==> config.mk <==
export PLATFORM = sky130hd
export DESIGN_NAME = fifo_wr_arbiter_flat
export DESIGN_NICKNAME = d
export VERILOG_FILES = /design/src/rtl/fifo_wr_arbiter_if.sv /design/src/rtl/fifo_wr_arbiter.sv /design/src/flat_wrapper.sv
export SDC_FILE = /design/constraint.sdc
export NUM_CORES = 1
export LEC_CHECK = 0
export ABC_AREA = 1
export BUFFER_PORTS_ARGS = -buffer_cell sky130_fd_sc_hd__buf_2
export CAP_MARGIN = 25
export CELL_PAD_IN_SITES_DETAIL_PLACEMENT = 1
export CELL_PAD_IN_SITES_GLOBAL_PLACEMENT = 2
export CORE_MARGIN = 8
export CORE_UTILIZATION = 11
export DETAILED_ROUTE_END_ITERATION = 10
export GPL_ROUTABILITY_DRIVEN = 0
export PLACE_DENSITY_LB_ADDON = 0.1
export SKIP_CTS_REPAIR_TIMING = 1
export SLEW_MARGIN = 0
export SYNTH_ARGS = -nofsm -noshare
export SYNTH_HDL_FRONTEND = slang
export SYNTH_SLANG_ARGS = --single-unit
==> constraint.sdc <==
create_clock -name axis_clk -period 1.2 [get_ports axis_clk]
set_input_delay 0.06 -clock axis_clk [delete_from_list [all_inputs] [get_ports axis_clk]]
set_output_delay 0.06 -clock axis_clk [all_outputs]
set_load 0.01 [all_outputs]
==> src/rtl/fifo_wr_arbiter_if.sv <==
// Bundle between the write requesters, the arbiter and the fifo write port.
// The master side drives the requests and w_rdy; the slave side is the arbiter itself.
interface fifo_wr_arbiter_if #(
  parameter int WIDTH   = 45,
  parameter int NUM_REQ = 4
) ();
  localparam int SW = $clog2(NUM_REQ);

  logic [NUM_REQ-1:0]       req_en;
  logic [NUM_REQ-1:0]       req_vld;
  logic [NUM_REQ-1:0]       req_last;
  logic [NUM_REQ*WIDTH-1:0] req_data;
  logic [NUM_REQ-1:0]       req_rdy;
  logic                     w_vld;
  logic                     w_rdy;
  logic [WIDTH-1:0]         w_data;
  logic [SW-1:0]            out_src;
  logic                     out_last;
  logic                     busy;

  modport master (
    output req_en, req_vld, req_last, req_data, w_rdy,
    input  req_rdy, w_vld, w_data, out_src, out_last, busy
  );

  modport slave (
    input  req_en, req_vld, req_last, req_data, w_rdy,
    output req_rdy, w_vld, w_data, out_src, out_last, busy
  );
endinterface

==> src/rtl/fifo_wr_arbiter.sv <==
// Packet-aware round-robin arbiter sharing the fifo write port among NUM_REQ requesters.
// A grant lasts until the owner's last beat or MAX_BEATS beats, with one bubble per arbitration.
module fifo_wr_arbiter #(
  parameter int WIDTH     = 45,
  parameter int NUM_REQ   = 4,
  parameter int MAX_BEATS = 16
) (
  input  logic               axis_clk,
  input  logic               axi_reset_n,
  fifo_wr_arbiter_if.slave   bus
);
  localparam int SW = $clog2(NUM_REQ);
  localparam int CW = $clog2(MAX_BEATS);
  localparam logic [SW-1:0] LAST_GRANT_RST = SW'(NUM_REQ - 1);
  localparam logic [CW-1:0] BEAT_LIMIT     = CW'(MAX_BEATS - 1);

  typedef enum logic {IDLE, BUSY} state_t;

  state_t           state_q, state_d;
  logic [SW-1:0]    grant_q, grant_d;
  logic [SW-1:0]    last_grant_q, last_grant_d;
  logic [CW-1:0]    beat_cnt_q, beat_cnt_d;

  logic [WIDTH-1:0]   data_arr [NUM_REQ];
  logic [NUM_REQ-1:0] cand;
  logic               at_limit;
  logic               beat;

  // First candidate after the previous owner, wrapping NUM_REQ-1 -> 0.
  function automatic logic [SW-1:0] rr_pick(input logic [NUM_REQ-1:0] c,
                                            input logic [SW-1:0]      last);
    logic [SW-1:0] pick;
    logic [SW-1:0] idx;
    logic          found;
    pick  = '0;
    found = 1'b0;
    for (int k = 1; k <= NUM_REQ; k++) begin
      idx = SW'((int'(last) + k) % NUM_REQ);
      if (!found && c[idx]) begin
        pick  = idx;
        found = 1'b1;
      end
    end
    return pick;
  endfunction

  for (genvar i = 0; i < NUM_REQ; i++) begin : g_slice
    assign data_arr[i] = bus.req_data[i*WIDTH +: WIDTH];
  end

  assign cand     = bus.req_vld & bus.req_en;
  assign at_limit = (beat_cnt_q == BEAT_LIMIT);
  assign beat     = bus.w_vld & bus.w_rdy;

  // Owner's beat path is purely combinational; reset masks the handshake immediately.
  always_comb begin
    bus.req_rdy  = '0;
    bus.w_vld    = 1'b0;
    bus.w_data   = '0;
    bus.out_last = 1'b0;
    bus.busy     = 1'b0;
    bus.out_src  = grant_q;
    if (state_q == BUSY) begin
      bus.busy     = 1'b1;
      bus.w_data   = data_arr[grant_q];
      bus.out_last = bus.req_last[grant_q] | at_limit;
      if (axi_reset_n) begin
        bus.w_vld            = bus.req_vld[grant_q];
        bus.req_rdy[grant_q] = bus.w_rdy;
      end
    end
  end

  always_comb begin
    state_d      = state_q;
    grant_d      = grant_q;
    last_grant_d = last_grant_q;
    beat_cnt_d   = beat_cnt_q;
    case (state_q)
      IDLE: begin
        if (cand != '0) begin
          grant_d    = rr_pick(cand, last_grant_q);
          beat_cnt_d = '0;
          state_d    = BUSY;
        end
      end
      BUSY: begin
        if (beat) begin
          if (bus.out_last) begin
            state_d      = IDLE;
            last_grant_d = grant_q;
            beat_cnt_d   = '0;
          end else begin
            beat_cnt_d = beat_cnt_q + CW'(1);
          end
        end
      end
      default: state_d = IDLE;
    endcase
  end

  always_ff @(posedge axis_clk) begin
    if (!axi_reset_n) begin
      state_q      <= IDLE;
      grant_q      <= '0;
      last_grant_q <= LAST_GRANT_RST;
      beat_cnt_q   <= '0;
    end else begin
      state_q      <= state_d;
      grant_q      <= grant_d;
      last_grant_q <= last_grant_d;
      beat_cnt_q   <= beat_cnt_d;
    end
  end
endmodule

==> src/flat_wrapper.sv <==
// flat-port wrapper written by rule: the top's interface ports become plain ports
module fifo_wr_arbiter_flat 
#(
  parameter int WIDTH     = 45,
  parameter int NUM_REQ   = 4,
  parameter int MAX_BEATS = 16
)
  (axis_clk, axi_reset_n, bus_req_en, bus_req_vld, bus_req_last, bus_req_data, bus_w_rdy, bus_req_rdy, bus_w_vld, bus_w_data, bus_out_src, bus_out_last, bus_busy);
  fifo_wr_arbiter_if #(.WIDTH(WIDTH), .NUM_REQ(NUM_REQ)) bus_i ();
  input  logic axis_clk;
  input  logic axi_reset_n;
  input wire logic [$bits(bus_i.req_en)-1:0] bus_req_en;
  input wire logic [$bits(bus_i.req_vld)-1:0] bus_req_vld;
  input wire logic [$bits(bus_i.req_last)-1:0] bus_req_last;
  input wire logic [$bits(bus_i.req_data)-1:0] bus_req_data;
  input wire logic [$bits(bus_i.w_rdy)-1:0] bus_w_rdy;
  output wire logic [$bits(bus_i.req_rdy)-1:0] bus_req_rdy;
  output wire logic [$bits(bus_i.w_vld)-1:0] bus_w_vld;
  output wire logic [$bits(bus_i.w_data)-1:0] bus_w_data;
  output wire logic [$bits(bus_i.out_src)-1:0] bus_out_src;
  output wire logic [$bits(bus_i.out_last)-1:0] bus_out_last;
  output wire logic [$bits(bus_i.busy)-1:0] bus_busy;
  assign bus_i.req_en = bus_req_en;
  assign bus_i.req_vld = bus_req_vld;
  assign bus_i.req_last = bus_req_last;
  assign bus_i.req_data = bus_req_data;
  assign bus_i.w_rdy = bus_w_rdy;
  assign bus_req_rdy = bus_i.req_rdy;
  assign bus_w_vld = bus_i.w_vld;
  assign bus_w_data = bus_i.w_data;
  assign bus_out_src = bus_i.out_src;
  assign bus_out_last = bus_i.out_last;
  assign bus_busy = bus_i.busy;
  fifo_wr_arbiter #(.WIDTH(WIDTH), .NUM_REQ(NUM_REQ), .MAX_BEATS(MAX_BEATS)) u_core (.axis_clk(axis_clk), .axi_reset_n(axi_reset_n), .bus(bus_i));
endmodule
Word level (Yosys, flattened, before mapping) --
Index checks and enable logic that the tools add are counted.
Storage, ports and cells: register bits 9, bits of input ports 195, output and inout port bits 54, logic and storage cells 81
Cells by class: add/subtract/negate cells 5, $lt $le $gt $ge 7, equality and inequality tests 3, muxes and demuxes 45, bitwise logic cells 6, reductions and logical operators 11
Operator list (number):
- 45-bit two-way mux | 3
- 45-bit binary-select mux with 2-bit select | 1
- 1-bit two-way mux | 23
- 4-bit two-way mux | 5
- 2-bit by 3-bit < comparator with 1-bit output (second input constant) | 5
- 1-bit binary-select mux with 2-bit select | 6
- 4-bit bitwise AND | 2
- 2-bit two-way mux | 4
- 4-bit one-hot mux with 2 select lines | 1
- 2-bit by 1-bit adder with 2-bit output (second input constant) | 2
- 2-bit adder (second input constant) | 2
- 4-bit by 1-bit adder with 4-bit output (second input constant) | 1
- 4-bit equality test (second input constant) | 1
- 1-bit logical AND | 4
- 2-bit AND reduction | 2
- 4-bit nonzero test | 1
- 3-bit greater-or-equal comparator (second input constant) | 1
- 1-bit zero test | 3
- 2-bit NOT with 3-bit output | 1
- 3-bit AND reduction | 1
- 1-bit demux with 2-bit select | 1
- 2-bit by 1-bit greater-or-equal comparator with 1-bit output (second input constant) | 1
- 2-bit by 1-bit != test with 1-bit output (second input constant) | 1
- 2-bit != test (second input constant) | 1
- 4 further kinds | 4

Depth between registers and ports, before layout --
depth in word-level cells 19, depth in mapped cells 12, gate-level depth less buffers 11

Least setup slack after synthesis --
No wires, ideal clock.
path type flip-flop to flip-flop, start point reg u_core.grant_q[1] (netlist: u_core.bus.out_src[1]), end point reg u_core.last_grant_q[1], arrival time 1.290 ns, setup slack -0.216 ns, cell stages (with the launch flop) 11, buffers on the path 1, period minus slack after synthesis 1.416 ns, path through dfxtp_1 > nand2_1 > inv_2 > buf_6 > nand2_1 > nand2_2 > nor2_8 > nor2_8 > nand2_4 > nand2_1 > o211ai_1
Between the ends: elaborated cells on any way between the ends 10, classes of those cells 7 x mux; 2 x bitwise; 1 x reduce/logical
RTL lines:
- start: declaration | RTL line fifo_wr_arbiter.sv:20 | logic [SW-1:0] grant_q, grant_d;
- start signal: assignment | RTL line fifo_wr_arbiter.sv:110 | grant_q <= grant_d;
- 1-bit binary-select mux with 2-bit select | RTL line fifo_wr_arbiter.sv:66 | bus.out_last = bus.req_last[grant_q] | at_limit;
- 1-bit two-way mux (not written as such) | RTL line fifo_wr_arbiter.sv:66
- 1-bit bitwise OR | RTL line fifo_wr_arbiter.sv:66
- 1-bit two-way mux | RTL line fifo_wr_arbiter.sv:63 | if (state_q == BUSY) begin
- via bus_out_last | RTL line flat_wrapper.sv:21 | output wire logic [$bits(bus_i.out_last)-1:0] bus_out_last;
- 3-bit AND reduction (no source line)
- end signal: assignment | RTL line fifo_wr_arbiter.sv:111 | last_grant_q <= last_grant_d;
- end: declaration | RTL line fifo_wr_arbiter.sv:21 | logic [SW-1:0] last_grant_q, last_grant_d;
The timed path passes the listed nets, and every way through them passes these cells. The select of a mux whose other input is x is not followed. A chain may end at the register's enable or synchronous reset.

Worst setup path after layout --
start point reg u_core.grant_q[1] (netlist: u_core.bus.out_src[1]), end point out bus_w_data[18]
Between the ends: cells in the longest elaborated chain, start to end 5
Ends and longest elaborated chain:
- 2-bit NOT with 3-bit output (not written as such) | RTL line fifo_wr_arbiter.sv:65 | bus.w_data = data_arr[grant_q];
- 45-bit binary-select mux with 2-bit select | RTL line fifo_wr_arbiter.sv:65
- 45-bit two-way mux (not written as such) (2 in a row) | RTL line fifo_wr_arbiter.sv:65
- 45-bit two-way mux | RTL line fifo_wr_arbiter.sv:63
- end: declaration | RTL line flat_wrapper.sv:19 | output wire logic [$bits(bus_i.w_data)-1:0] bus_w_data;
No other way between the ends. The select of a mux whose other input is x is not followed.

==> flow_metrics.env <==
export IMPL_setup_violations=57
export IMPL_worst_path_most_repeated_cell="buf_12"
export IMPL_cp_num_buf_inv=4
export IMPL_drv_cap=0
export IMPL_cts_max_level=1
export IMPL_hold_viol=0
export IMPL_fp_dieW_um=147.5
export IMPL_syn2layout_area_growth_pct=143.4
export IMPL_fmax_mhz=623.8
export IMPL_ys_types=30
export IMPL_synth_area_mm2=0.001902
export IMPL_yosysWarnings=0
export IMPL_clkSlewWorstSetupHoldPaths_ns=0.04
export IMPL_cp_end_kind="output pin"
export IMPL_ys_ff_latch=9
export IMPL_rsz0062_at_grt="yes"
export IMPL_violations="negative setup slack"
export IMPL_hold_path_class="primary input to register"
export IMPL_start_util=0.1111
export IMPL_clk_latency_ns=0.24
export IMPL_fin_total_pwr_w=0.003381
export IMPL_fin_crit_sh=1.336
export IMPL_leakage_nw=2.197
export IMPL_ir_drop_uv=639.7
export IMPL_via_per_inst=4.276
export IMPL_syn_num_nets=534
export IMPL_dieArea_mm2=0.02175
export IMPL_cp_cell_sequence="inv_4 > nor2_4 > buf_12 > buf_12 > nand2_4 > a31oi_2 > buf_2"
export IMPL_crit_type="register to output pin"
export IMPL_ioPinCount=249
export IMPL_yosysSeqAreaShare=0.09474
export IMPL_tightest_slew_ns=0.2733
export IMPL_grt_ovfl_total=0
export IMPL_cts_tree="built"
export IMPL_grt_max_degree=28
export IMPL_cts_path_max_buffers=2
export IMPL_fin_nets=807
export IMPL_final_min_clock_period_ns=1.603
export IMPL_synth_area_leaders="nand2_1, a22oi_1, a31oi_1, dfxtp_1, buf_2"
export IMPL_grt_pass1_wl_mm=23.15
export IMPL_maxSlewViolCount=0
export IMPL_wl_per_cell_um=18.83
export IMPL_worst_path_max_fanout=6
export IMPL_cts_buffers_inserted=3
export IMPL_synth_edf_count=0
export IMPL_slew_headroom=0.8178
export IMPL_dp_slack_ns=-0.2387
export IMPL_synth_cells=338
export IMPL_drive_gt1_frac=0.6770
export IMPL_critPathRequiredTime_ns=1.14
export IMPL_place_area_mm2=0.003991
export IMPL_worstSetupStartpointType="register"
export IMPL_power_density_mw_per_mm2=730.5
export IMPL_cp_top_family="buffers and inverters"
export IMPL_synthArstFlopShare=0
export IMPL_synth_top_area_share=0.2724
export IMPL_status="complete, but fails checks"
export IMPL_grt_usage=0.1348
export IMPL_via_count=3583
export IMPL_grt_pass1_vias=3737
export IMPL_final_cell_area_mm2=0.004628
export IMPL_drt_wl_total_mm=15.78
export IMPL_layout_setup_ws_ns=-0.4032
export IMPL_slowest_delay_ns=0.40
export IMPL_slowest_stage="dfxtp_4"
export IMPL_fp_row_count=48
export IMPL_cts_root_buf="clkbuf_16"
export IMPL_synth_main_ff_cell="dfxtp_1"
export IMPL_avgSynthCellArea_um2=5.627
export IMPL_hpwl_mm=13.48
export IMPL_drt_iter0_markers=63
export IMPL_synth_most_common_cell="nand2_1"
export IMPL_synth_top_cell_by_area="nand2_1"
export IMPL_cp_arrival_ns=1.54
export IMPL_portBuffers=248
export IMPL_antenna_found_initial=3
export IMPL_core_area_mm2=0.01712
export IMPL_fillers=2159
export IMPL_dieHeight_um=147.5
export IMPL_drtPass1Iterations=4
export IMPL_clock_skew_ns=0.003079
export IMPL_antenna_left=0
export IMPL_hold_slack_ns=0.2234
export IMPL_drc_errors=0
export IMPL_ys_top_cells_by_count="nand2_1, a22oi_1, a31oi_1"
export IMPL_numClockSinks=9
-- area by class of cell --
cell class | count | area [µm²] | share of cell area
multi-input cells | 287 | 2133 | 0.4609
repair buffers | 294 | 1844 | 0.3985
well taps | 225 | 281.5 | 0.06083
flip-flops and latches | 9 | 196.4 | 0.04244
inverters | 16 | 86.33 | 0.01865
clock buffers | 4 | 78.83 | 0.01703
diodes | 3 | 7.507 | 0.001622
-- placed cells by master (no fill, tap or decap), types with 5 or more instances in the layout --
cell and instances:
a21oi_1 5, nand2_4 24, a22oi_2 6, buf_2 242
nor2_1 8, buf_6 8, inv_1 8, nand2_2 17
buf_12 15, a31oi_2 30, nand3_1 9, nand2_1 101
buf_4 27, a31oi_1 11, a22oi_1 39
-- power breakdown --
group	total (W)	internal, W	switching [W]	leakage, nW
combinational	0.00242	0.00118	0.00124	2.08
sequential	0.000364	0.000325	0.0000388	0.0749
clock	0.000599	0.000445	0.000153	0.0382
-- metrics by stage --
stage / setup TNS, ns / instances / utilization
global route: -23.25 / 838 / 0.2704
finish: -18.12 / 838 / 0.2704
global placement: -7.923 / 824 / 0.2332
detailed placement: -10.65 / 824 / 0.2332
CTS: -22.73 / 828 / 0.2378
floorplan: -0.3688 / 338 / -
-- routing by layer --
layer	track usage	vias to the layer above	wire length [µm]
met5	0	-	0
li1	-	1748	-
met2	0.2589	133	8581
met4	0.02805	0	174
met3	0.02843	8	1041
met1	0.1479	1694	5984
-- kinds of logic after synthesis --
logic type	after synthesis	share of synthesized area
AND/OR/NAND/NOR	180	0.4118
flip-flops	9	0.09474
adder cells (fa/ha/maj)	1	0.006578
XOR/XNOR	2	0.009212
buffers and inverters	42	0.1059
AO/OA/AOI/OAI	104	0.3717
-- registers in the layout, summed over array words and instances (netlist names) --
signal / count
u_core.beat_cnt_q: 4
u_core.bus.out_src: 2
u_core.last_grant_q: 2
u_core.state_q: 1
-- worst reg2reg max path, cell delays in order (launching register included) --
cell     delay [ns]
dfxtp_4        0.38
inv_4          0.07
nor2_4         0.04
buf_12         0.14
buf_4          0.14
nand2_4        0.05
nand3_4        0.09
nor2_8         0.15
nor2_8         0.05
nand2_4        0.08
nand2_1        0.06
a21oi_1        0.13
-- worst paths after layout --
kind | slack, ns | cells past startpoint | to | start
max | -0.40 | 7 | bus_w_data[18] | u_core.bus.out_src[1]$_SDFFE_PN0P_
min | 0.22 | 3 | u_core.last_grant_q[1]$_SDFFE_PN1P_ | axi_reset_n
max reg2reg | -0.25 | 11 | u_core.state_q$_SDFF_PN0_ | u_core.bus.out_src[0]$_SDFFE_PN0P_
min reg2reg | 0.51 | 2 | u_core.beat_cnt_q[2]$_SDFFE_PN0P_ | u_core.beat_cnt_q[2]$_SDFFE_PN0P_
(Power assumes the default switching activity.)
